File: config.mk
export PLATFORM = sky130hd
export DESIGN_NAME = la_clkdiv
export DESIGN_NICKNAME = d
export VERILOG_FILES = /design/src/rtl/la_clkdiv.sv
export SDC_FILE = /design/constraint.sdc
export NUM_CORES = 1
export LEC_CHECK = 0
export ABC_AREA = 1
export BUFFER_PORTS_ARGS = -buffer_cell sky130_fd_sc_hd__buf_4
export CORE_ASPECT_RATIO = 0.6
export CORE_UTILIZATION = 53
export CTS_CLUSTER_DIAMETER = 30
export CTS_CLUSTER_SIZE = 14
export DETAILED_ROUTE_END_ITERATION = 16
export PLACE_DENSITY = 0.83
export SYNTH_ARGS = -nofsm -noshare
export SYNTH_HDL_FRONTEND = slang
export SYNTH_SLANG_ARGS = --single-unit
File: constraint.sdc
create_clock -name clk -period 2 [get_ports clk]
set_input_delay 0.2 -clock clk [delete_from_list [all_inputs] [get_ports clk]]
set_output_delay 0.2 -clock clk [all_outputs]
set_load 0.05 [all_outputs]
File: src/rtl/la_clkdiv.sv
// la_clkdiv: glitch-free programmable clock divider with graceful stop and boundary-aligned ratio updates
module la_clkdiv #(
    parameter int    DW   = 8,
    parameter string PROP = "DEFAULT"
) (
    input  logic          clk,
    input  logic          reset,
    input  logic          en,
    input  logic [DW-1:0] div_in,
    input  logic          div_load,
    output logic          div_ack,
    output logic          clkout,
    output logic          rise,
    output logic          fall,
    output logic          busy
);
    typedef enum logic [1:0] {IDLE, RUN, STOPPING} state_t;
    localparam logic [DW-1:0] ONE = {{(DW-1){1'b0}}, 1'b1};
    localparam logic [DW-1:0] TWO = {{(DW-2){1'b0}}, 2'b10};
    if (PROP == "") begin : g_prop_unset
    end
    state_t state_q, state_d;
    logic [DW-1:0] cnt_q, cnt_d, div_q, div_d, pend_q, n_next, h;
    logic pend_v_q, pend_v_d, clk_d, rise_d, fall_d, ack_d, last;
    assign h      = (div_q >> 1) + {{(DW-1){1'b0}}, div_q[0]};
    assign last   = cnt_q == div_q - ONE;
    assign n_next = pend_v_q ? pend_q : div_q;
    assign busy   = state_q != IDLE;
    always_comb begin
        state_d  = state_q;
        cnt_d    = '0;
        div_d    = div_q;
        pend_v_d = div_load | pend_v_q;
        clk_d    = 1'b0;
        rise_d   = 1'b0;
        fall_d   = 1'b0;
        ack_d    = 1'b0;
        if (state_q == IDLE) begin
            if (pend_v_q) begin
                div_d    = pend_q;
                ack_d    = 1'b1;
                pend_v_d = div_load;
            end else if (en && div_q >= TWO) begin
                state_d = RUN;
                clk_d   = 1'b1;
                rise_d  = 1'b1;
            end
        end else if (last) begin
            // period boundary: the only point a new ratio or a stop may take effect
            div_d    = n_next;
            ack_d    = pend_v_q;
            pend_v_d = div_load | 1'b0;
            state_d  = (en && n_next >= TWO) ? RUN : IDLE;
            clk_d    = en && n_next >= TWO;
            rise_d   = en && n_next >= TWO;
        end else begin
            cnt_d   = cnt_q + ONE;
            clk_d   = cnt_d < h;
            fall_d  = cnt_d == h;
            state_d = en ? RUN : STOPPING;
        end
    end
    always_ff @(posedge clk) begin
        if (reset) begin
            state_q  <= IDLE;
            cnt_q    <= '0;
            div_q    <= '0;
            pend_q   <= '0;
            pend_v_q <= 1'b0;
            clkout   <= 1'b0;
            rise     <= 1'b0;
            fall     <= 1'b0;
            div_ack  <= 1'b0;
        end else begin
            state_q  <= state_d;
            cnt_q    <= cnt_d;
            div_q    <= div_d;
            pend_q   <= div_load ? div_in : pend_q;
            pend_v_q <= pend_v_d;
            clkout   <= clk_d;
            rise     <= rise_d;
            fall     <= fall_d;
            div_ack  <= ack_d;
        end
    end
endmodule

## After elaboration in Yosys (flattened, before gate mapping)

Index checks and enable logic that the tools add are counted.
Widths: inputs -> output; s select.

| storage, ports and cells | value |
|---|---|
| bits in registers | 31 |

| operators by class | value |
|---|---|
| equality and inequality tests | 4 |
| add/subtract/negate cells | 3 |
| bitwise gates (word level) | 1 |
| magnitude comparators | 3 |
| reductions and logical operators | 7 |
| multiplexer cells | 21 |

Operators by type and width:

| cell | number |
|---|---|
| $mux 8 | 3 |
| $eq 8x8->1 | 2 |
| $ge 8x2->1 const B | 2 |
| $mux 1 | 13 |
| $mux 2 | 5 |
| $add 7x1->8 | 1 |
| $add 8x1->8 const B | 1 |
| $lt 8x8->1 | 1 |
| $sub 8x1->8 const B | 1 |
| $reduce_bool 2->1 | 2 |
| $reduce_or 3->1 | 1 |
| $logic_and 1x1->1 | 2 |
| $logic_not 2->1 | 1 |
| $ne 2x1->1 const B | 1 |
| $ne 2x2->1 const B | 1 |
| $reduce_and 2->1 | 1 |
| $or 1x1->1 | 1 |

## Longest topological paths before layout

Gate-level depths: netlist of run 1.

| logic depth | value |
|---|---|
| depth after elaboration | 6 |
| depth in mapped cells | 15 |
| depth with buffers taken out | 14 |

## Worst setup path after synthesis of run 1

OpenSTA, ideal clock, no wires.

| timing path | value |
|---|---|
| path type | register to register |
| from | register cnt_q[2] |
| to | register clkout |
| arrival time | 1799 ps |
| buffers on the path | 0 |
| required time | 1877 ps |
| setup time | 123 ps |
| setup slack | 78 ps |
| cell stages (with the launch flop) | 14 |
| path through | dfxtp_1 -> inv_1 -> nor3_1 -> nand3_1 -> nor2_1 -> nand2_1 -> xor2_1 -> inv_1 -> ha_1 -> nand2_1 -> nor2_1 -> nand2_1 -> o211ai_1 -> o21ai_0 |

| on the way | value |
|---|---|
| cells in the longest elaborated chain, start to end | 4 |

Ends and longest elaborated chain:

| element | RTL line | RTL |
|---|---|---|
| start, declared | 23 | `logic [DW-1:0] cnt_q, cnt_d, div_q, div_d, pend_q, n_next, h;` |
| start signal, assigned | 76 | `cnt_q <= cnt_d;` |
| $add 8x1->8 | 57 | `cnt_d = cnt_q + ONE;` |
| $lt 8x8->1 | 58 | `clk_d = cnt_d < h;` |
| $mux 1 * | 48 | `end else if (last) begin` |
| $mux 1 * | 38 | `if (state_q == IDLE) begin` |
| end signal, assigned | 80 | `clkout <= clk_d;` |
| end, declared | 12 | `output logic clkout,` |

Every way passes the cells marked *; elsewhere a longest branch is shown, timed or not.
A chain may end at the register's enable or synchronous reset.

## Final worst setup path of run 1

| timing path | value |
|---|---|
| from | register cnt_q[0] |
| to | register clkout |

Same word-level chain as after synthesis.

==> results of run 1 <==
==> stage by stage <==
step                      setup slack (ps)  hold slack, ps  setup TNS [ps]  instance area, sq um  utilization
after floorplan                       77.6             269               0                  1950            -
after global placement               -98.5             378            -181                  2190        0.647
after detailed placement              -199             383            -355                  2190        0.647
after CTS                             1.99            73.9               0                  2340        0.693
after global routing                 -53.2            93.7           -96.2                  2450        0.725
final                                 65.2            83.0               0                  2450        0.725
==> layout make-up <==
class | instances | area, sq um | area share
Multi-Input combinational cell | 208 | 1240 | 0.506
Sequential cell | 31 | 629 | 0.257
Timing Repair Buffer | 37 | 290 | 0.118
Inverter | 41 | 154 | 0.0627
Clock buffer | 7 | 76.3 | 0.0311
Tap cell | 45 | 56.3 | 0.0229
Clock inverter | 1 | 5.00 | 0.00204
==> logic make-up after synthesis <==
logic type | after synthesis
flops | 31
buf+inv | 49
simple gates | 154
xor+xnor | 11
compound gates | 29
fa+ha+maj | 14
==> sequential cells by signal, indices dropped and copies added, names as in the netlist <==
signal and flops:
pend_v_q 1, pend_q 8, div_q 8, clkout 1, div_ack 1, state_q 2, cnt_q 8, fall 1
rise 1
==> per-layer routing <==
metal,up-vias,share of wire,global-route usage
met4,0,0.011,0.116
li1,963,-,-
met5,-,0,0
met2,58,0.42,0.393
met3,7,0.069,0.0804
met1,840,0.50,0.385
==> layout by cell type, fill, tap and decap left out, types with 2 or more instances in the layout <==
cell type | synthesis | layout
a21oi_1 | 6 | 6
buf_4 | 2 | 36
clkbuf_1 | 2 | 2
clkbuf_8 | 0 | 5
dfxtp_1 | 31 | 26
dfxtp_2 | 0 | 4
ha_1 | 14 | 11
ha_4 | 0 | 2
inv_1 | 37 | 34
inv_2 | 4 | 7
nand2_1 | 62 | 58
nand2_2 | 5 | 8
nand2_4 | 1 | 2
nand3_1 | 16 | 12
nand3_2 | 1 | 5
nand4_1 | 4 | 4
nor2_1 | 52 | 49
nor2_2 | 4 | 6
nor2_4 | 2 | 3
nor3_2 | 1 | 2
nor3_4 | 0 | 2
o21ai_0 | 22 | 20
xnor2_1 | 2 | 2
xor2_1 | 8 | 5
xor2_2 | 1 | 4
==> how the worst max path moves through the flow <==
stage	from	end	slack (ps)
3_5_place_dp	cnt_q[1]$_SDFF_PP0_	clkout$_SDFF_PP0_	-200
3_3_place_gp	cnt_q[1]$_SDFF_PP0_	clkout$_SDFF_PP0_	-100
2_1_floorplan	cnt_q[2]$_SDFF_PP0_	clkout$_SDFF_PP0_	80
4_1_cts	cnt_q[0]$_SDFF_PP0_	clkout$_SDFF_PP0_	2
6_report	cnt_q[0]$_SDFF_PP0_	clkout$_SDFF_PP0_	70
5_1_grt	cnt_q[0]$_SDFF_PP0_	clkout$_SDFF_PP0_	-50
==> worst max-delay path, delay by kind of cell, from the launching register on <==
family                   cells  cell delay (ps)
AO/OA/AOI/OAI                2              150
XOR/XNOR                     1              150
adder cells (fa/ha/maj)      2              500
buffers and inverters        1               60
flip-flops                   1              350
AND/OR/NAND/NOR              6              620
==> where the power goes <==
group | switching, W | leakage (nW) | internal, W
Combinational | 0.000618 | 0.915 | 0.000383
Clock | 0.000239 | 0.0422 | 0.000244
Sequential | 0.0000810 | 0.257 | 0.000694
==> timing repair <==
item	CTS	global route
setup endpoints to repair	3	22
pin swaps	3	11
hold buffers	0	0
resized for setup	10	26
hold endpoints to repair	0	0
buffers inserted	4	2
==> flow_summary_export.csv, run 1 <==
group,metric,value,unit
run_status,outcome,"finished clean",
worst_setup_path,rr_worst_depth,12,
worst_setup_path,crit_path_max_fanout,4,
sta,hold_viol_final,0,
final_layout,fin_cells,370,
yosys,synth_top_family_by_area,"simple AND/OR/NAND/NOR gates",
yosys,synthSimpleGateAreaFrac,0.352,
final_layout,diodes,0,
yosys,synth_mux_area_frac,0,
place,portBuffers,16,
job,max_cap_violations,0,
sta,slew_headroom,0.672,
drt,wl_per_cell,13.0,um
global_route,globalRouteOverflowTotal,0,
worst_setup_path,max_stage_delay,350,ps
sta,finClkSkew,4.43,ps
power,ir_drop,0.684,mV
sta,post-route-min-period,1930,ps
final_layout,area_delta_synth_final,25.6,%
min_path,min_to,"state_q[1]$_SDFFE_PP0P_",
yosys,async_flop_share,0,
die,fp.dieH,49.0,um
min_path,whs_path_depth,2,
drt,remaining_drc_errors,0,
clock_tree,ctsRootBufferMaster,"clkbuf_8",
worst_setup_path,required,2180,ps
drt,antenna_left,0,
yosys,avgSynthCellArea,6.78,sq um
yosys,synth_area,0.00195,sq mm
yosys,synth-compound-area-share,0.0756,
worst_setup_path,r2r_end,"clkout$_SDFF_PP0_",
die,fp.dieArea,0.00394,sq mm
yosys,synth_xor_area_frac,0.0532,
sta,setup_violations,0,
place,gp_congestion,0.946,
final_layout,nFillCells,255,
clock_tree,clk_pin_slew,60,ps
sta,fmax,0.517,GHz
clock_tree,cts_made_buffers,5,
clock_tree,clk_latency,290,ps
drt,via_count,1868,
yosys,yosysMostFrequentCell,"nand2_1",
worst_setup_path,crit_path_start_kind,"register",
min_path,hold_class,"in2reg",
clock_tree,htree_num_levels,2,
drt,drt_first_pass_iters,4,
drt,viasPerCell,5.05,
yosys,syn-instance-count,288,
sta,rsz0062_at_grt,"yes",
worst_setup_path,r2r_slack,70,ps
yosys,yosys-top-cells-count,"nand2_1 (62), nor2_1 (52), inv_1 (37), dfxtp_1 (31), o21ai_0 (22)",
yosys,yosysWarnings,0,
yosys,synth_cell_types,28,
power,power,0.00226,W
place,hpwl,3.53,mm
worst_setup_path,r2r-start,"cnt_q[0]$_SDFF_PP0_",
clock_tree,tritoncts,"yes",
worst_setup_path,path_class,"reg2reg",
die,core_area,0.00338,sq mm
yosys,synth_top_area_share,0.318,
global_route,grt_pass1_vias,1793,
place,dp_cells,356,
power,p_per_area,920,mW/mm^2
worst_setup_path,crit_path_top_delay_cell,"dfxtp_2",
yosys,synth-seq-area-share,0.318,
drt,first_iter_violations,107,
min_path,hp-start,"en",
sta,slew_viol_final,0,
yosys,ys.flop_type,"dfxtp_1",
global_route,antenna_found_initial,0,
sta,period_share,0.967,
global_route,grt_max_degree,18,
sta,tightestPinTransition,492,ps
global_route,grt_use_total,0.275,
die,ios,17,
worst_setup_path,crit_chain,"ha_2 -> nand2_2 -> nor3_4 -> nand2_2 -> xor2_2 -> inv_1 -> ha_1 -> nand2_4 -> nor2_4 -> nand2_1 -> o211ai_1 -> o21ai_1",
yosys,yosysTopAreaCell,"dfxtp_1",
clock_tree,clock-sinks,31,
yosys,synthesis.nets,314,
yosys,yosys-top-cells-area,"dfxtp_1 (32%), nand2_1 (12%), nor2_1 (10%), ha_1 (9.0%), inv_1 (7.1%)",
yosys,synth_edf_count,0,
drt,wirelength,4.82,mm
power,p_leak,1.21,nW
die,start_util,0.577,
die,rows,16,
worst_setup_path,crit_arrival,2110,ps
final_layout,drive_above_1_share,0.286,
global_route,grt_pass1_wl,7.98,mm
worst_setup_path,worst_path_most_repeated_cell,"nand2_2",
yosys,synthAdderAreaFrac,0.0897,
yosys,ys_seq_elements,31,
final_layout,nNetsFinal,350,
die,die_w,80.4,um
clock_tree,cts_buffer_depth,2,
worst_setup_path,endpoint_kind,"register",
(Power assumes the default switching activity.)
==> run 2, diff against run 1 <==
- CELL_PAD_IN_SITES_DETAIL_PLACEMENT: default -> 2
- CELL_PAD_IN_SITES_GLOBAL_PLACEMENT: default -> 2
- CORE_UTILIZATION: 53 -> 30
- PLACE_DENSITY: 0.83 -> 0.84
==> run 2 against run 1 <==
  * The flow now finishes with violations (negative setup slack)
  * Routed wire length is 79% higher
  * Die area up 74%
  * Worst setup slack got worse by 180 ps
  * Clock skew increased by 2.3 ps
  * Register-to-register slack worse by 180 ps
  * Worst hold slack improved by 3.3 ps
  * Final area increased by 11%
  * Sequential power is 3.1% higher
  * Combinational power rose by 30%
  * Critical path depth increased by 1
==> flow_summary_export.csv, run 2 (same netlist as run 1, synthesis figures left out) <==
group,metric,value,unit
run_status,outcome,"complete, but fails checks",
run_status,violations,"negative setup slack",
worst_setup_path,crit_start,"cnt_q[1]$_SDFF_PP0_",
worst_setup_path,critPathTopFamily,"simple AND/OR/NAND/NOR gates",
place,gp_congestion,0.832,
final_layout,layout_common_cells,"nand2_1 (56), nor2_1 (49), buf_4 (43)",
sta,tightestPinTransition,641,ps
worst_setup_path,r2r-start,"cnt_q[1]$_SDFF_PP0_",
worst_setup_path,crit_buf_inv,3,
sta,period_share,1.06,
place,dp_cells,401,
global_route,grt_pass1_wl,11.9,mm
clock_tree,clk_latency,300,ps
min_path,min_to,"state_q[1]$_SDFFE_PP0P_",
die,start_util,0.315,
worst_setup_path,max_stage_delay,370,ps
sta,setup_violations,10,
power,p_per_area,1020,mW/mm^2
drt,viasPerCell,4.97,
drt,first_iter_violations,75,
die,fp.dieArea,0.00685,sq mm
min_path,hp-start,"en",
final_layout,area_delta_synth_final,39.3,%
drt,wirelength,8.61,mm
final_layout,final_common_cell,"nand2_1",
power,swShare,0.429,
die,fp.dieH,64.5,um
worst_setup_path,endpoint_kind,"register",
clock_tree,htree_num_levels,2,
min_path,hold_class,"in2reg",
global_route,antenna_found_initial,0,
power,p_int,0.00159,W
sta,hold_viol_final,0,
sta,fmax,0.473,GHz
clock_tree,cts_hold_buffers,0,
global_route,grt_use_total,0.234,
worst_setup_path,path_class,"reg2reg",
worst_setup_path,crit_arrival,2340,ps
worst_setup_path,crit_chain,"buf_4 -> ha_4 -> nand2_2 -> o21ai_0 -> inv_1 -> or2_2 -> inv_1 -> ha_1 -> nand2_1 -> nor2_4 -> nand2_1 -> o211ai_1 -> o21ai_1",
global_route,grt_pass1_vias,2201,
final_layout,largest_registers,"cnt_q (8), div_q (8), pend_q (8)",
place,portBuffers,16,
power,p_leak,1.31,nW
clock_tree,clk_pin_slew,80,ps
power,netSwitchingPower,0.00120,W
clock_tree,ctsRootBufferMaster,"clkbuf_8",
final_layout,post-route-util,0.439,
global_route,grt_max_degree,18,
final_layout,diodes,0,
final_layout,nFillCells,745,
worst_setup_path,crit_path_start_kind,"register",
drt,wl_per_cell,20.5,um
drt,antenna_left,0,
sta,rsz0062_at_grt,"yes",
die,core_area,0.00619,sq mm
worst_setup_path,required,2230,ps
clock_tree,cts_made_buffers,5,
worst_setup_path,crit_path_top_delay_cell,"dfxtp_2",
place,dp_slack,-306,ps
clock_tree,tritoncts,"yes",
drt,drt_first_pass_iters,4,
job,max_cap_violations,0,
worst_setup_path,rr_worst_depth,13,
power,p_seq_frac,0.287,
sta,slew_headroom,0.572,
place,hpwl,5.18,mm
final_layout,nNetsFinal,361,
worst_setup_path,r2r_end,"clkout$_SDFF_PP0_",
die,die_w,106,um
sta,finClkSkew,6.77,ps
power,ir_drop,0.407,mV
power,power,0.00279,W
drt,remaining_drc_errors,0,
final_layout,fin_cells,420,
clock_tree,cts_buffer_depth,2,
die,rows,22,
clock_tree,clock-sinks,31,
sta,slew_viol_final,0,
sta,setup_ws,-115,ps
global_route,globalRouteOverflowTotal,0,
drt,via_count,2086,
worst_setup_path,r2r_slack,-110,ps
power,pwr-share-clk,0.247,
min_path,whs_path_depth,2,
die,ios,17,
sta,hold_slack,86.3,ps
power,comb_power_share,0.467,
worst_setup_path,crit_path_max_fanout,3,
sta,post-route-min-period,2110,ps
final_layout,drive_above_1_share,0.333,
==> run 2: changes by cell type in the layout (fill, tap and decap cells not counted), sizes merged <==
| cell | change |
|---|---|
| buf | +10 |
| bufinv | +1 |
==> run 2: worst max-delay path by stage <==
stage                            endpoint  slack [ps]  cells past startpoint
floorplan               clkout$_SDFF_PP0_          80                     13
detailed placement        fall$_SDFF_PP0_        -310                     13
global route        div_q[4]$_SDFFE_PP0P_        -280                     14
CTS                       fall$_SDFF_PP0_         -60                     13
finish                  clkout$_SDFF_PP0_        -110                     13
global placement        clkout$_SDFF_PP0_        -110                     13
==> run 2: routing by layer <==
| layer | global-route usage | part of all wire | vias up |
|---|---|---|---|
| met1 | 0.304 | 0.45 | 1034 |
| li1 | - | - | 982 |
| met5 | 0 | 0 | - |
| met3 | 0.0423 | 0.054 | 16 |
| met2 | 0.405 | 0.47 | 54 |
| met4 | 0.0469 | 0.023 | 0 |
==> run 2: repair_timing <==
item	in CTS	in global routing
setup endpoints to repair	23	23
gates resized for setup	28	21
endpoints found under the hold margin	0	0
gates cloned	0	1
pin swaps	11	12
setup buffers	4	6
==> run 2: final cells by class <==
class                   instances  area (sq um)  share of cell area
repair buffers                 48           419               0.154
inverters                      41           156              0.0575
flip-flops and latches         31           633               0.233
well taps                      84           105              0.0386
multi-input cells             208          1290               0.474
clock buffers                   6          82.6              0.0303
clock inverters                 2          35.0              0.0129
==> run 2: power by group through the flow <==
stage          clock network, W  logic, W  registers, W
2_1_floorplan                 0  0.000686      0.000788
3_3_place_gp                  0  0.000963      0.000782
3_5_place_dp                  0   0.00101      0.000791
4_1_cts                0.000691   0.00110      0.000787
5_1_grt                0.000745   0.00140      0.000805
6_report               0.000688   0.00130      0.000799
==> run 2: stage by stage <==
stage	area [sq um]	setup TNS, ps
floorplan	1950	0
global placement	2280	-234
detailed placement	2280	-2170
CTS	2540	-119
global route	2720	-3900
finish	2720	-620
==> run 3, diff against run 2 <==
- TNS_END_PERCENT: default -> 1
==> run 3 against run 2 <==
  * The flow still finishes with violations (negative setup slack)
  * Clock skew rose by 9.0 ps
  * Clock power fell by 0.9%
  * Count of clock-buffer cells in the layout did not move
  * Die area did not move
  * Final area fell by 1.4%
  * Worst setup slack improved by 39 ps
  * Final cell count fell by 0.24%
  * Via count fell by 1.7%
  * Routed wire length fell by 1.8%
  * Fmax rose by 1.9%
  * Global-route usage did not move
  * Register-to-register slack improved by 40 ps
  * Critical path type unchanged
  * Critical endpoint unchanged
  * Highest routed layer unchanged
==> flow_summary_export.csv, run 3 (same netlist as run 1, synthesis figures left out) <==
group,metric,value,unit
clock_tree,tritoncts,"yes",
sta,slew_viol_final,0,
sta,slew_headroom,0.604,
clock_tree,cts_buffer_depth,2,
worst_setup_path,required,2230,ps
drt,drt_first_pass_iters,4,
final_layout,multi_input_area,0.00128,sq mm
worst_setup_path,path_class,"reg2reg",
worst_setup_path,crit_arrival,2310,ps
final_layout,postLayoutCellArea,0.00268,sq mm
power,power,0.00273,W
final_layout,area_delta_synth_final,37.4,%
worst_setup_path,r2r_slack,-80,ps
power,swShare,0.427,
die,die_w,106,um
power,p_per_area,1020,mW/mm^2
run_status,violations,"negative setup slack",
die,core_area,0.00619,sq mm
drt,drt-met1-wl,3.85,mm
sta,setup_violations,4,
power,pwr-share-clk,0.250,
drt,via_count,2050,
power,p_int,0.00157,W
die,fp.dieH,64.5,um
clock_tree,clock-sinks,31,
clock_tree,htree_num_levels,2,
worst_setup_path,r2r-start,"div_q[0]$_SDFFE_PP0P_",
power,ir_drop,0.380,mV
drt,antenna_left,0,
die,fp.dieArea,0.00685,sq mm
place,portBuffers,16,
sta,hold_viol_final,0,
drt,remaining_drc_errors,0,
global_route,antenna_found_initial,0,
final_layout,largest_registers,"cnt_q (8), div_q (8), pend_q (8)",
drt,wirelength,8.45,mm
worst_setup_path,r2r_end,"clkout$_SDFF_PP0_",
drt,first_iter_violations,86,
final_layout,layout_common_cells,"nand2_1 (58), nor2_1 (49), buf_4 (43)",
worst_setup_path,rr_worst_depth,12,
global_route,grt_use_total,0.234,
final_layout,nNetsFinal,360,
power,comb_power_share,0.457,
power,netSwitchingPower,0.00117,W
min_path,hold_class,"in2reg",
final_layout,drive_above_1_share,0.325,
die,rows,22,
sta,post-route-min-period,2080,ps
place,placed_area,0.00228,sq mm
global_route,grt_max_degree,18,
final_layout,ff_latch_area,633,sq um
global_route,grt_pass1_vias,2201,
final_layout,diodes,0,
min_path,min_to,"state_q[1]$_SDFFE_PP0P_",
power,p_seq_frac,0.293,
clock_tree,ctsRootBufferMaster,"clkbuf_8",
place,hpwl,5.18,mm
sta,period_share,1.04,
clock_tree,clk_pin_slew,80,ps
drt,wl_per_cell,20.2,um
place,gp_congestion,0.832,
sta,finClkSkew,15.8,ps
drt,viasPerCell,4.89,
global_route,globalRouteOverflowTotal,0,
power,p_leak,1.30,nW
sta,rsz0062_at_grt,"yes",
drt,wl_met2,4.06,mm
global_route,grt_pass1_wl,11.9,mm
drt,route.met3.wl,378,um
run_status,outcome,"complete, but fails checks",
min_path,hp-start,"en",
final_layout,nFillCells,741,
drt,top_layer,"met4",
final_layout,final_common_cell,"nand2_1",
die,start_util,0.315,
sta,tightestPinTransition,593,ps
clock_tree,cts_made_buffers,5,
sta,setup_ws,-75.5,ps
clock_tree,clk_latency,310,ps
final_layout,post-route-util,0.433,
worst_setup_path,crit_path_max_fanout,5,
min_path,whs_path_depth,2,
worst_setup_path,endpoint_kind,"register",
die,ios,17,
job,max_cap_violations,0,
worst_setup_path,crit_path_start_kind,"register",
sta,fmax,0.482,GHz
run 3: layout make-up:
class                           instances  area share
Multi-Input combinational cell        208       0.476
Inverter                               41      0.0583
Clock inverter                          2      0.0131
Tap cell                               84      0.0392
Clock buffer                            6      0.0308
Sequential cell                        31       0.236
Timing Repair Buffer                   47       0.147
run 3: power by group through the flow:
stage	Sequential [W]	Clock, W	Combinational [W]
after floorplan	0.000788	0	0.000686
after global placement	0.000782	0	0.000963
after detailed placement	0.000791	0	0.00101
after CTS	0.000787	0.000691	0.00110
after global routing	0.000805	0.000716	0.00135
final	0.000800	0.000682	0.00125
run 3: what timing repair did:
action | CTS | global route
hold buffers | 0 | 0
gates resized for setup | 28 | 17
cloned | 0 | 0
endpoints found under the setup margin | 23 | 23
setup buffers | 4 | 6
pin swaps | 11 | 9
run 3: per-stage QoR:
stage	setup slack, ps	instances	TNS (ps)	hold WS (ps)
after global routing	-216	419	-3060	74.3
after CTS	-59.7	413	-119	69.0
after floorplan	77.6	288	0	269
after detailed placement	-306	401	-2170	387
after global placement	-106	401	-234	380
final	-75.5	419	-154	86.7
run 3: metal layers:
metal / up-vias / GRT usage
met2: 43 / 0.405
met5: - / 0
met1: 1017 / 0.304
met3: 13 / 0.0423
met4: 0 / 0.0469
li1: 977 / -
run 3: worst max path at each step:
stage / endpoint / slack, ps / cells after the start / start
after floorplan: clkout$_SDFF_PP0_ / 80 / 13 / cnt_q[2]$_SDFF_PP0_
after global placement: clkout$_SDFF_PP0_ / -110 / 13 / cnt_q[1]$_SDFF_PP0_
after detailed placement: fall$_SDFF_PP0_ / -310 / 13 / cnt_q[0]$_SDFF_PP0_
after CTS: fall$_SDFF_PP0_ / -60 / 13 / cnt_q[0]$_SDFF_PP0_
after global routing: div_q[4]$_SDFFE_PP0P_ / -220 / 14 / div_q[0]$_SDFFE_PP0P_
final: clkout$_SDFF_PP0_ / -80 / 12 / div_q[0]$_SDFFE_PP0P_
run 3: worst max-delay path, cell delays in order, from the launching register on:
cell and delay [ps]:
dfxtp_4 400, ha_1 180, nand3_1 140, buf_4 180, xor2_1 220, ha_1 290
nand2_1 80, inv_1 50, o21ai_0 70, nand2_1 90, nand2_1 80, o211ai_1 90
o21ai_1 130
